## src/rtl/addsub_seq.sv

```systemverilog
// Chunk-serial add/subtract sequencer: one WIDTH-bit chunk per cycle, LSB first, carry held in a register.
// Optional signed-overflow output V is enabled by defining ADDSUB_SEQ_OVF_EN.
module addsub_seq #(
  parameter int WIDTH  = 2,
  parameter int CHUNKS = 4
) (
  input  logic                      CLK,
  input  logic                      RESET,
  input  logic                      I_VALID,
  output logic                      I_READY,
  input  logic                      OP,
  input  logic [WIDTH*CHUNKS-1:0]   A,
  input  logic [WIDTH*CHUNKS-1:0]   B,
  output logic                      O_VALID,
  input  logic                      O_READY,
  output logic [WIDTH*CHUNKS-1:0]   O,
  output logic                      COUT
`ifdef ADDSUB_SEQ_OVF_EN
  ,
  output logic                      V
`endif
);

  // Handshakes: a transfer happens on a rising edge where valid and ready are both high.
  // I_READY is high only in IDLE and O_VALID only in DONE, so requests never overlap.
  localparam int N  = WIDTH * CHUNKS;
  localparam int IW = (CHUNKS > 1) ? $clog2(CHUNKS) : 1;
  localparam logic [IW-1:0] LAST_IDX = IW'(CHUNKS - 1);

  localparam logic [1:0] S_IDLE = 2'd0;
  localparam logic [1:0] S_RUN  = 2'd1;
  localparam logic [1:0] S_DONE = 2'd2;

  logic [1:0]     state_q, state_d;
  logic [IW-1:0]  idx_q, idx_d;
  logic           carry_q, carry_d;
  logic           op_q, op_d;
  logic [N-1:0]   a_q, a_d;
  logic [N-1:0]   b_q, b_d;
  logic [N-1:0]   res_q, res_d;
  logic           cout_q, cout_d;

  logic [WIDTH-1:0] chunk_a;
  logic [WIDTH-1:0] chunk_b;
  logic [WIDTH:0]   sum;

`ifdef ADDSUB_SEQ_OVF_EN
  logic v_q, v_d;
  logic msb_cin;
`endif

  always_comb begin
    chunk_a = '0;
    chunk_b = '0;
    for (int k = 0; k < CHUNKS; k++) begin
      if (idx_q == IW'(k)) begin
        chunk_a = a_q[k*WIDTH +: WIDTH];
        chunk_b = b_q[k*WIDTH +: WIDTH] ^ {WIDTH{op_q}};
      end
    end
    sum = {1'b0, chunk_a} + {1'b0, chunk_b} + (WIDTH+1)'(carry_q);
  end

`ifdef ADDSUB_SEQ_OVF_EN
  // Carry into the top bit recovered from the top sum bit and its two operand bits.
  assign msb_cin = sum[WIDTH-1] ^ chunk_a[WIDTH-1] ^ chunk_b[WIDTH-1];
`endif

  always_comb begin
    state_d = state_q;
    idx_d   = idx_q;
    carry_d = carry_q;
    op_d    = op_q;
    a_d     = a_q;
    b_d     = b_q;
    res_d   = res_q;
    cout_d  = cout_q;
`ifdef ADDSUB_SEQ_OVF_EN
    v_d     = v_q;
`endif
    case (state_q)
      S_IDLE: begin
        if (I_VALID) begin
          a_d     = A;
          b_d     = B;
          op_d    = OP;
          carry_d = OP;
          idx_d   = '0;
          state_d = S_RUN;
        end
      end
      S_RUN: begin
        for (int k = 0; k < CHUNKS; k++) begin
          if (idx_q == IW'(k)) res_d[k*WIDTH +: WIDTH] = sum[WIDTH-1:0];
        end
        carry_d = sum[WIDTH];
        if (idx_q == LAST_IDX) begin
          cout_d  = sum[WIDTH];
`ifdef ADDSUB_SEQ_OVF_EN
          v_d     = msb_cin ^ sum[WIDTH];
`endif
          state_d = S_DONE;
        end else begin
          idx_d = idx_q + 1'b1;
        end
      end
      S_DONE: begin
        if (O_READY) state_d = S_IDLE;
      end
      default: state_d = S_IDLE;
    endcase
  end

  always_ff @(posedge CLK) begin
    if (RESET) begin
      state_q <= S_IDLE;
      idx_q   <= '0;
      carry_q <= 1'b0;
      op_q    <= 1'b0;
      a_q     <= '0;
      b_q     <= '0;
      res_q   <= '0;
      cout_q  <= 1'b0;
`ifdef ADDSUB_SEQ_OVF_EN
      v_q     <= 1'b0;
`endif
    end else begin
      state_q <= state_d;
      idx_q   <= idx_d;
      carry_q <= carry_d;
      op_q    <= op_d;
      a_q     <= a_d;
      b_q     <= b_d;
      res_q   <= res_d;
      cout_q  <= cout_d;
`ifdef ADDSUB_SEQ_OVF_EN
      v_q     <= v_d;
`endif
    end
  end

  assign I_READY = (state_q == S_IDLE);
  assign O_VALID = (state_q == S_DONE);
  assign O       = res_q;
  assign COUT    = cout_q;
`ifdef ADDSUB_SEQ_OVF_EN
  assign V       = v_q;
`endif

endmodule

```

## config.mk

```make
export PLATFORM = sky130hd
export DESIGN_NAME = addsub_seq
export DESIGN_NICKNAME = d
export VERILOG_FILES = /design/src/rtl/addsub_seq.sv
export SDC_FILE = /design/constraint.sdc
export NUM_CORES = 1
export LEC_CHECK = 0
export ABC_CLOCK_PERIOD_IN_PS = 6000
export CAP_MARGIN = 5
export CORE_AREA = 4 4 58 71
export DETAILED_ROUTE_END_ITERATION = 7
export DIE_AREA = 0 0 62 75
export MAX_ROUTING_LAYER = met4
export PLACE_DENSITY = 0.79
export SLEW_MARGIN = 10
export SYNTH_ARGS = -nofsm -noshare
export SYNTH_HDL_FRONTEND = slang
export SYNTH_SLANG_ARGS = --single-unit
export TNS_END_PERCENT = 20
```

## constraint.sdc

```tcl
create_clock -name CLK -period 6 [get_ports CLK]
set_input_delay 1.2 -clock CLK [delete_from_list [all_inputs] [get_ports CLK]]
set_output_delay 1.2 -clock CLK [all_outputs]
set_load 0.02 [all_outputs]
```

==> results of run 1 <==
-- metal layers --
layer	global-route usage, %	part of all wire (%)
met1	17.3	44
met2	22.9	48
met3	4.12	5.3
met4	8.49	2.2
met5	-	0
-- kinds of logic after synthesis --
| family | count (synthesis) | synth area share (%) |
|---|---|---|
| AO/OA/AOI/OAI | 56 | 23.8 |
| adder cells (fa/ha/maj) | 6 | 6.02 |
| buffers and inverters | 23 | 7.11 |
| flip-flops | 31 | 41.5 |
| multiplexers | 3 | 2.34 |
| AND/OR/NAND/NOR | 61 | 19.2 |
-- cell usage after synthesis, types with 3 or more instances --
cell	n
a311oi_1	3
nor2_1	5
clkbuf_1	9
ha_1	4
nand3_1	7
nor2b_1	3
buf_2	3
a211oi_1	4
nand2b_1	3
dfxtp_1	31
inv_1	8
nand2_1	36
a21bo_2	3
a21oi_1	33
-- flip-flops by register name, indices dropped and copies added, names as in the netlist --
| register | cells |
|---|---|
| COUT | 1 |
| O | 8 |
| a_q | 8 |
| b_q | 8 |
| carry_q | 1 |
| idx_q | 2 |
| op_q | 1 |
| state_q | 2 |
-- cell type report --
cell class | instances | area [um^2]
sequential | 31 | 621
multi-input combinational | 126 | 769
tap | 39 | 48.8
timing repair buffer | 31 | 310
fill | 341 | 1620
clock buffer | 6 | 82.6
clock inverter | 2 | 35.0
inverter | 8 | 30.0
-- through the flow --
step                      instances  util, %  hold slack [ns]
after floorplan                 180        -            0.436
after global placement          235     50.6            0.445
after detailed placement        235     50.6            0.449
after CTS                       243     54.0            0.459
after global routing            243     54.0            0.475
final                           243     54.0            0.455
-- critical path: cells and delay by family (launching register included) --
kind / cells / cell delay [ns]
adders and majority gates: 3 / 1.18
AOI/OAI and AO/OA: 3 / 0.79
DFF: 1 / 0.39
and+or+nand+nor: 1 / 0.21
buffers and inverters: 2 / 0.17
-- power groups by stage --
stage	registers, mW	clock network (mW)	logic (mW)
finish	0.225	0.213	0.0832
global route	0.227	0.224	0.0921
CTS	0.225	0.218	0.0836
detailed placement	0.230	0	0.0834
global placement	0.229	0	0.0826
floorplan	0.230	0	0.0549
-- path summary, 6_finish.rpt --
path                               end  slack [ns]  cells after the start
worst max-delay path              O[5]        3.14                      9
worst min-delay path            a_q[4]        0.45                      2
worst max register to register    O[5]        3.14                      9
worst min register to register  a_q[4]        0.45                      2
-- placed cells by master, fill, tap and decap left out, drive strengths merged --
cell type       n
a311oi          3
o221ai          2
a211oi          4
nor3            1
nor2            5
inv             8
o311ai          2
bufinv          1
a22oi           2
dfxtp          31
o21ai           2
nand2b          3
nor2b           3
nand2          36
a221o           2
fa              2
a22o            2
mux2            1
clkdlybuf4s50  31
nand3           7
nor3b           1
nand3b          2
ha              4
o21a            1
clkinv          1
mux2i           2
and3b           1
a21oi          33
a21bo           3
or3b            2
clkbuf          6
==> results.md, run 1 <==
* Outcome: finished clean
* Max-slew violations at 0
* Slowest cell delay on critical path at 0.48 ns
* Period utilization at 47.6%
* Setup bufs post-CTS at 0
* Clock power share at 40.8%
* Dpl ws at 3.08 ns
* Top cells by area, synth: dfxtp_1 41%, a21oi_1 11%, nand2_1 9.0%, ha_1 3.3%, fa_1 2.7%
* Synth unique cells at 32
* Critical path's slowest cell: fa_1
* TNS Setup at 0 ns
* Worst Setup End Kind: flip-flop
* # resized after CTS at 0
* Detailed placement HPWL at 2140 um
* TritonCTS Buffers at 5
* Final-stage net count at 230
* Clock-pin slew on the worst setup and hold paths at 0.07 ns
* Total wire length at 3060 um
* Top cell type's share of synthesized area at 41.5%
* Layout area overhead at 26.8%
* Synth Net Count at 207
* DRC violations left at 0
* Static Leak at 0.685 nW
* Post-synth EDFFs at 0
* RSZ-0062 raised after global routing: no
* Reg power frac at 43.2%
* # diodes at 0
* Final Hold Fails at 0
* Seq cells post-synth at 31
* Largest net degree at the start of global routing at 32
* Hold Buf Count CTS at 0
* Global Route Usage Sum at 15.0%
* Starting density of the core at 42.6%
* Port bufs at 31
* Grt ovf at 0
* Pwr Total at 0.521 mW
* Worst setup margin at 3.14 ns
* Tmin final at 2.86 ns
* Worst Min Path Start: a_q[4]
* Synthesis Warnings at 0
* Register area share after synthesis at 41.5%
* Worst r2r src: idx_q[0]
* Startpoint types: flip-flop
* Drt pass-1 iters at 4
* Proportion of layout cells with a drive suffix above 1 at 7.35%
* Worst-Margin Slew at 1.10 ns
* Core area at 3510 um^2
* Maxcap violations at 0
* Worst hold path type: reg2reg
* Net switching power at 0.129 mW
* Ys flop type: dfxtp_1
* Number of H-tree levels at 2
* Worst path required time at 6.18 ns
* PD cells at 275 nW/um^2
* Die area at 4650 um^2
* Synthesized area per cell at 8.31 um^2
* Final instance area at 1900 um^2
* Worst-skew pair later-pin latency at 0.29 ns
* Final Wtd Congestion at 0.793
* Synth Instances at 180
* Clock Tree Buf Depth at 2
* Cell Area, Synth at 1500 um^2
* Post-Place Cell Area at 1780 um^2
* Final setup vio count at 0
* Max FO, Critical Path at 12
* Routed Antenna Nets at 0
* Largest area contributor in the netlist: dfxtp_1
* Sw Share at 24.8%
* Via density at 5.30
* Initial antenna violation count at 0
* Max Fclk at 350 MHz
* Wire per inst at 12.6 um
* Std-Cell Rows at 24
* Global-route wire length before repair at 4940 um
* Internal power at 0.392 mW
* Critical Path AT at 3.03 ns
* Die W at 62 um
* DRT iter0 DRCs at 46
* Vias in the first global route at 1141
* Cell Chain, Critical Path: inv_1 > ha_1 > nor2b_1 > a221o_1 > a22o_1 > fa_1 > inv_1 > fa_1 > a311oi_1
* Comb power frac at 16.0%
* Worst Setup SP: idx_q[0]
* CTS tree: yes
* Post-synth ARST share at 0%
* Max IR drop VDD at 0.181 mV
* Crit path kind: reg2reg
* CTS root buf: clkbuf_8
* Final Skew at 0.00514 ns
* Clk sink count at 31
* Vias at 1287
* Relative slew slack at 26.5%
* I/O pin cnt at 32
* Die Ht at 75 um
Power figures use the tool's default switching activity.
==> inputs of run 2 (changes only) <==
ABC_CLOCK_PERIOD_IN_PS = 2850   (was 6000)
clock period = 2.85 ns   (was 6 ns; I/O delays follow)
==> run 2 against run 1 <==
Net effect:
- via count grew 3.7%
- power grew 92%
- critical path depth is the same
- core utilization grew 0.071 points
- combinational power grew 110%
- hold slack gained 0.0029 ns
- global-route usage grew 1.6 points
- sequential share of layout area is essentially flat
- register-to-register slack lost 2.9 ns
- critical path type unchanged
- clock skew shrank 0.0019 ns
- sequential power grew 110%
- routed wire length grew 5.2%
==> results.md, run 2 (same netlist as run 1, synthesis figures left out) <==
* Setup bufs post-CTS at 0 (unchanged)
* Worst Min Path Start: a_q[5]
* Fill cells at 351 (+2.9%)
* Comb power frac at 17.8% (+1.8 points)
* Routed Antenna Nets at 0 (unchanged)
* Detailed placement HPWL at 2360 um (+10%)
* Proportion of layout cells with a drive suffix above 1 at 9.18% (+1.8 points)
* Worst setup margin at 0.226 ns (-2.92 ns)
* Max-slew violations at 0 (unchanged)
* Drt pass-1 iters at 4 (unchanged)
* Final Wtd Congestion at 0.894 (+13%)
* # diodes at 0 (unchanged)
* Commonest non-fill, non-tap cell in the layout: nand2_1
* Critical Path AT at 2.81 ns (-0.22 ns)
* Std-Cell Rows at 24 (unchanged)
* Final non-filler cell total at 246 (+1.2%)
* Worst r2r src: idx_q[1]
* Vias at 1335 (+3.7%)
* PD cells at 527 nW/um^2 (+92%)
* Die Ht at 75 um (unchanged)
* Worst Setup End Kind: flip-flop
* TritonCTS Buffers at 5 (unchanged)
* Crit path kind: reg2reg
* Maxcap violations at 0 (unchanged)
* Worst hold endpoint: a_q[5]
* Final instance area at 1900 um^2 (+0.13%)
* Final Skew at 0.00327 ns (-0.00187 ns)
* Post-Place Cell Area at 1810 um^2 (+1.7%)
* Port bufs at 31 (unchanged)
* R2R depth at 9 (unchanged)
* Final Util at 54.1% (+0.071 points)
* CTS tree: yes
* Reg-to-reg critical path endpoint: O[3]
* Net switching power at 0.265 mW (+110%)
* Layout area overhead at 26.9%
* Initial antenna violation count at 0 (unchanged)
* TNS Setup at 0 ns (unchanged)
* Sw Share at 26.5% (+1.7 points)
* Vias in the first global route at 1243 (+8.9%)
* Clock power share at 34.6% (-6.2 points)
* Starting density of the core at 42.6% (unchanged)
* Via density at 5.43 (+2.5%)
* Max IR drop VDD at 0.414 mV (+130%)
* Startpoint types: flip-flop
* Clock-pin slew on the worst setup and hold paths at 0.06 ns (about the same)
* Final setup vio count at 0 (unchanged)
* Total wire length at 3220 um (+5.2%)
* DRT iter0 DRCs at 46 (unchanged)
* Tmin final at 2.62 ns (-0.232 ns)
* Core area at 3510 um^2 (unchanged)
* Clock Tree Buf Depth at 2 (unchanged)
* Worst hold path type: reg2reg
* Hold Path Depth at 2 (unchanged)
* Worst-skew pair later-pin latency at 0.28 ns (about the same)
* Number of H-tree levels at 2 (unchanged)
* Static Leak at 0.688 nW (+0.49%)
* Final Hold Fails at 0 (unchanged)
* Global-route wire length before repair at 5450 um (+10%)
* Outcome: finished clean
* Internal power at 0.735 mW (+88%)
* Reg power frac at 47.5% (+4.3 points)
* Max FO, Critical Path at 16 (+4)
* Final-stage net count at 234 (+1.7%)
* Die W at 62 um (unchanged)
* RSZ-0062 raised after global routing: no
* Reg2Reg Setup Slack at 0.23 ns (-2.92 ns)
* Worst path required time at 3.04 ns (-3.14 ns)
* Global Route Usage Sum at 16.5% (+1.6 points)
* Clk sink count at 31 (unchanged)
* Max Fclk at 381 MHz (+8.8%)
* I/O pin cnt at 32 (unchanged)
* Most frequent cells in the layout: 36 x nand2_1, 33 x a21oi_1, 31 x dfxtp_1, 31 x clkdlybuf4s50_1, 8 x inv_1
* Post-Place Cells at 239 (+1.7%)
* CTS root buf: clkbuf_8
* Period utilization at 92.1% (+44 points)
* Wire per inst at 13.1 um (+3.9%)
* Dpl ws at 0.194 ns (-2.89 ns)
* Relative slew slack at 67.9% (+41 points)
* Die area at 4650 um^2 (unchanged)
* Grt ovf at 0 (unchanged)
* Worst-Margin Slew at 0.482 ns (-0.618 ns)
* Largest net degree at the start of global routing at 21 (-34%)
* DRC violations left at 0 (unchanged)
[run 2: routing by layer]
metal / wire length (um) / vias to the layer above / share of wire (%) / global-route usage, %
li1: - / 674 / - / -
met1: 1380 / 624 / 43 / 19.2
met2: 1620 / 30 / 50 / 25.9
met3: 156 / 7 / 4.8 / 4.63
met4: 68 / 0 / 2.1 / 7.78
met5: 0 / - / 0 / -
[run 2: timing repair]
action,CTS,global route
resized for setup,0,1
hold buffers,0,0
setup endpoints to repair,0,4
hold endpoints to repair,0,0
[run 2: area by class of cell]
cell class                      count  area [um^2]  area share, %
Clock buffer                        6         82.6           4.35
Tap cell                           39         48.8           2.57
Clock inverter                      1         5.00          0.264
Timing Repair Buffer               35          340           17.9
Inverter                            8         30.0           1.58
Multi-Input combinational cell    126          772           40.6
Sequential cell                    31          621           32.7
[run 2: critical path, cell delays in order (launching register included)]
cell and delay [ns]:
dfxtp_1 0.34, inv_1 0.09, ha_1 0.46, nand3b_1 0.17
a211oi_1 0.07, a22o_1 0.25, fa_1 0.36, inv_1 0.07
fa_1 0.46, a311oi_1 0.25
[run 2: worst max path at each step]
stage	cells past startpoint	slack (ns)	end	from
2_1_floorplan	10	0.43	O[1]	idx_q[1]
3_3_place_gp	8	0.30	O[1]	idx_q[0]
3_5_place_dp	8	0.19	O[7]	idx_q[1]
4_1_cts	8	0.18	O[7]	idx_q[1]
5_1_grt	9	0.01	O[3]	idx_q[1]
6_report	9	0.23	O[3]	idx_q[1]
[run 2: power groups by stage]
stage	combinational, mW	clock, mW	sequential [mW]
2_1_floorplan	0.116	0	0.483
3_3_place_gp	0.176	0	0.483
3_5_place_dp	0.180	0	0.485
4_1_cts	0.180	0.353	0.475
5_1_grt	0.198	0.377	0.478
6_report	0.178	0.346	0.475
[run 2: per-stage QoR]
stage                     power (mW)  hold WS (ns)
after global routing            1.05         0.479
after CTS                       1.01         0.462
after floorplan                0.599         0.436
after global placement         0.659         0.444
after detailed placement       0.664         0.453
final                           1.00         0.457
==> inputs of run 3 (changes only) <==
CAP_MARGIN = 20   (was 5)
==> results of run 3 <==
Same layout as run 2: the final DEF is identical, and so are final timing and power.
==> edit (flow settings as in run 2) <==
`b_q` no longer has a reset.
--- a/src/rtl/addsub_seq.sv
+++ b/src/rtl/addsub_seq.sv
@@ -118,7 +118,6 @@
       carry_q <= 1'b0;
       op_q    <= 1'b0;
       a_q     <= '0;
-      b_q     <= '0;
       res_q   <= '0;
       cout_q  <= 1'b0;
 `ifdef ADDSUB_SEQ_OVF_EN
@@ -130,13 +129,16 @@
       carry_q <= carry_d;
       op_q    <= op_d;
       a_q     <= a_d;
-      b_q     <= b_d;
       res_q   <= res_d;
       cout_q  <= cout_d;
 `ifdef ADDSUB_SEQ_OVF_EN
       v_q     <= v_d;
 `endif
     end
+  end
+
+  always_ff @(posedge CLK) begin
+    b_q <= b_d;
   end
 
   assign I_READY = (state_q == S_IDLE);
Formal check against the unedited RTL: same outputs for any inputs over 10 cycles, from zero or initial values and one cycle with RESET high; that may be too few to reach the edited logic, so the function may still have changed.
==> edit against run 2 <==
Setup slack better by 0.014 ns. Sequential cell count unchanged. Sequential power up 4%. Total power up 8.2%. Wire length down 10%. Area after synthesis down 4.1%. Final area down 0.59%. Critical path type unchanged. Sequential share of layout area up 4.4 points.
==> edit: results <==
[route]
wl_per_cell_um = 12.96
vias = 1171
dr.first_iter.drc_count = 27
drt_wl_total_mm = 2.889
wl_met1_mm = 1.168
met3_length_um = 182

[sta]
final.setup_skew_ns = 0.004374
tightest_slew_ns = 0.8443
fin_hold_ws_ns = 0.4555

[synthesis]
synthTopCellsByArea = dfxtp_1, edfxtp_1, a21oi_1, nand2_1, ha_1
netlist_instances = 152
yosys-top-cells-count = a21oi_1, dfxtp_1, nand2_1

[outcome]
status = complete, no violations

[place]
preCtsSetupSlack_ns = 0.2641
dpl.hpwl_mm = 2.060
dp.cells = 215
placed_area_sq_um = 1780

[finish]
fin_nets = 210
drive_gt1_frac = 0.09239
fill_cells = 319

[worst_hold_path]
min_from = a_q[7]
hold_path_end = a_q[7]

[worst_setup_path]
crit_path_max_fanout = 4
r2r_start = idx_q[0]
rr_endpoint = O[5]

[grt]
grt_max_degree = 24
grt_util_all_layers = 0.1440
grt_pass1_vias = 1130
grt.met2_usage = 0.2396
use_met3 = 0.04117
met1_usage = 0.1450

[power_and_ir_drop]
p_leak_nw = 0.6821
peakVddDrop_mv = 0.3811
-- edit: cell types whose count changed after synthesis, sizes merged --
cell    delta
nand2     -16
edfxtp     +8
dfxtp      -8
nor3b      -1
a21oi      -8
clkinv     +1
buf        -4
-- edit: layout make-up --
| type | instances | area, sq um | share of cell area |
|---|---|---|---|
| Clock buffer | 5 | 68.82 | 0.03645 |
| Clock inverter | 3 | 38.79 | 0.02054 |
| Inverter | 9 | 33.78 | 0.01789 |
| Multi-Input combinational cell | 101 | 656.9 | 0.3479 |
| Sequential cell | 31 | 700.7 | 0.3711 |
| Tap cell | 39 | 48.80 | 0.02584 |
| Timing Repair Buffer | 35 | 340.3 | 0.1803 |
-- edit: worst max path at each step --
stage                         from  endpoint
after global routing      idx_q[0]      O[3]
after CTS                 idx_q[0]      O[3]
after global placement    idx_q[0]      O[1]
after detailed placement  idx_q[0]      O[5]
final                     idx_q[0]      O[5]
after floorplan           idx_q[1]      O[3]
-- edit: worst max-delay path: cells and delay by family (launching register included) --
family	cells	cell delay (ns)
buffers and inverters	2	0.17
AND/OR/NAND/NOR	1	0.15
AO/OA/AOI/OAI	3	0.78
adder cells (fa/ha/maj)	3	1.03
flip-flops	1	0.37
-- edit: cell families after synthesis --
logic type	after synthesis	synth area share
flip-flops	31	0.4882
multiplexers	3	0.02441
adder cells (fa/ha/maj)	6	0.06277
buffers and inverters	20	0.05404
AO/OA/AOI/OAI	48	0.2206
AND/OR/NAND/NOR	44	0.1500
-- edit: report_power, final --
group	switching [W]	leakage, nW	total, W	internal [W]
sequential	0.0000157	0.264	0.000493	0.000477
clock	0.000157	0.0556	0.000413	0.000255
combinational	0.0000872	0.363	0.000177	0.0000897
total	0.000260	0.682	0.00108	0.000822
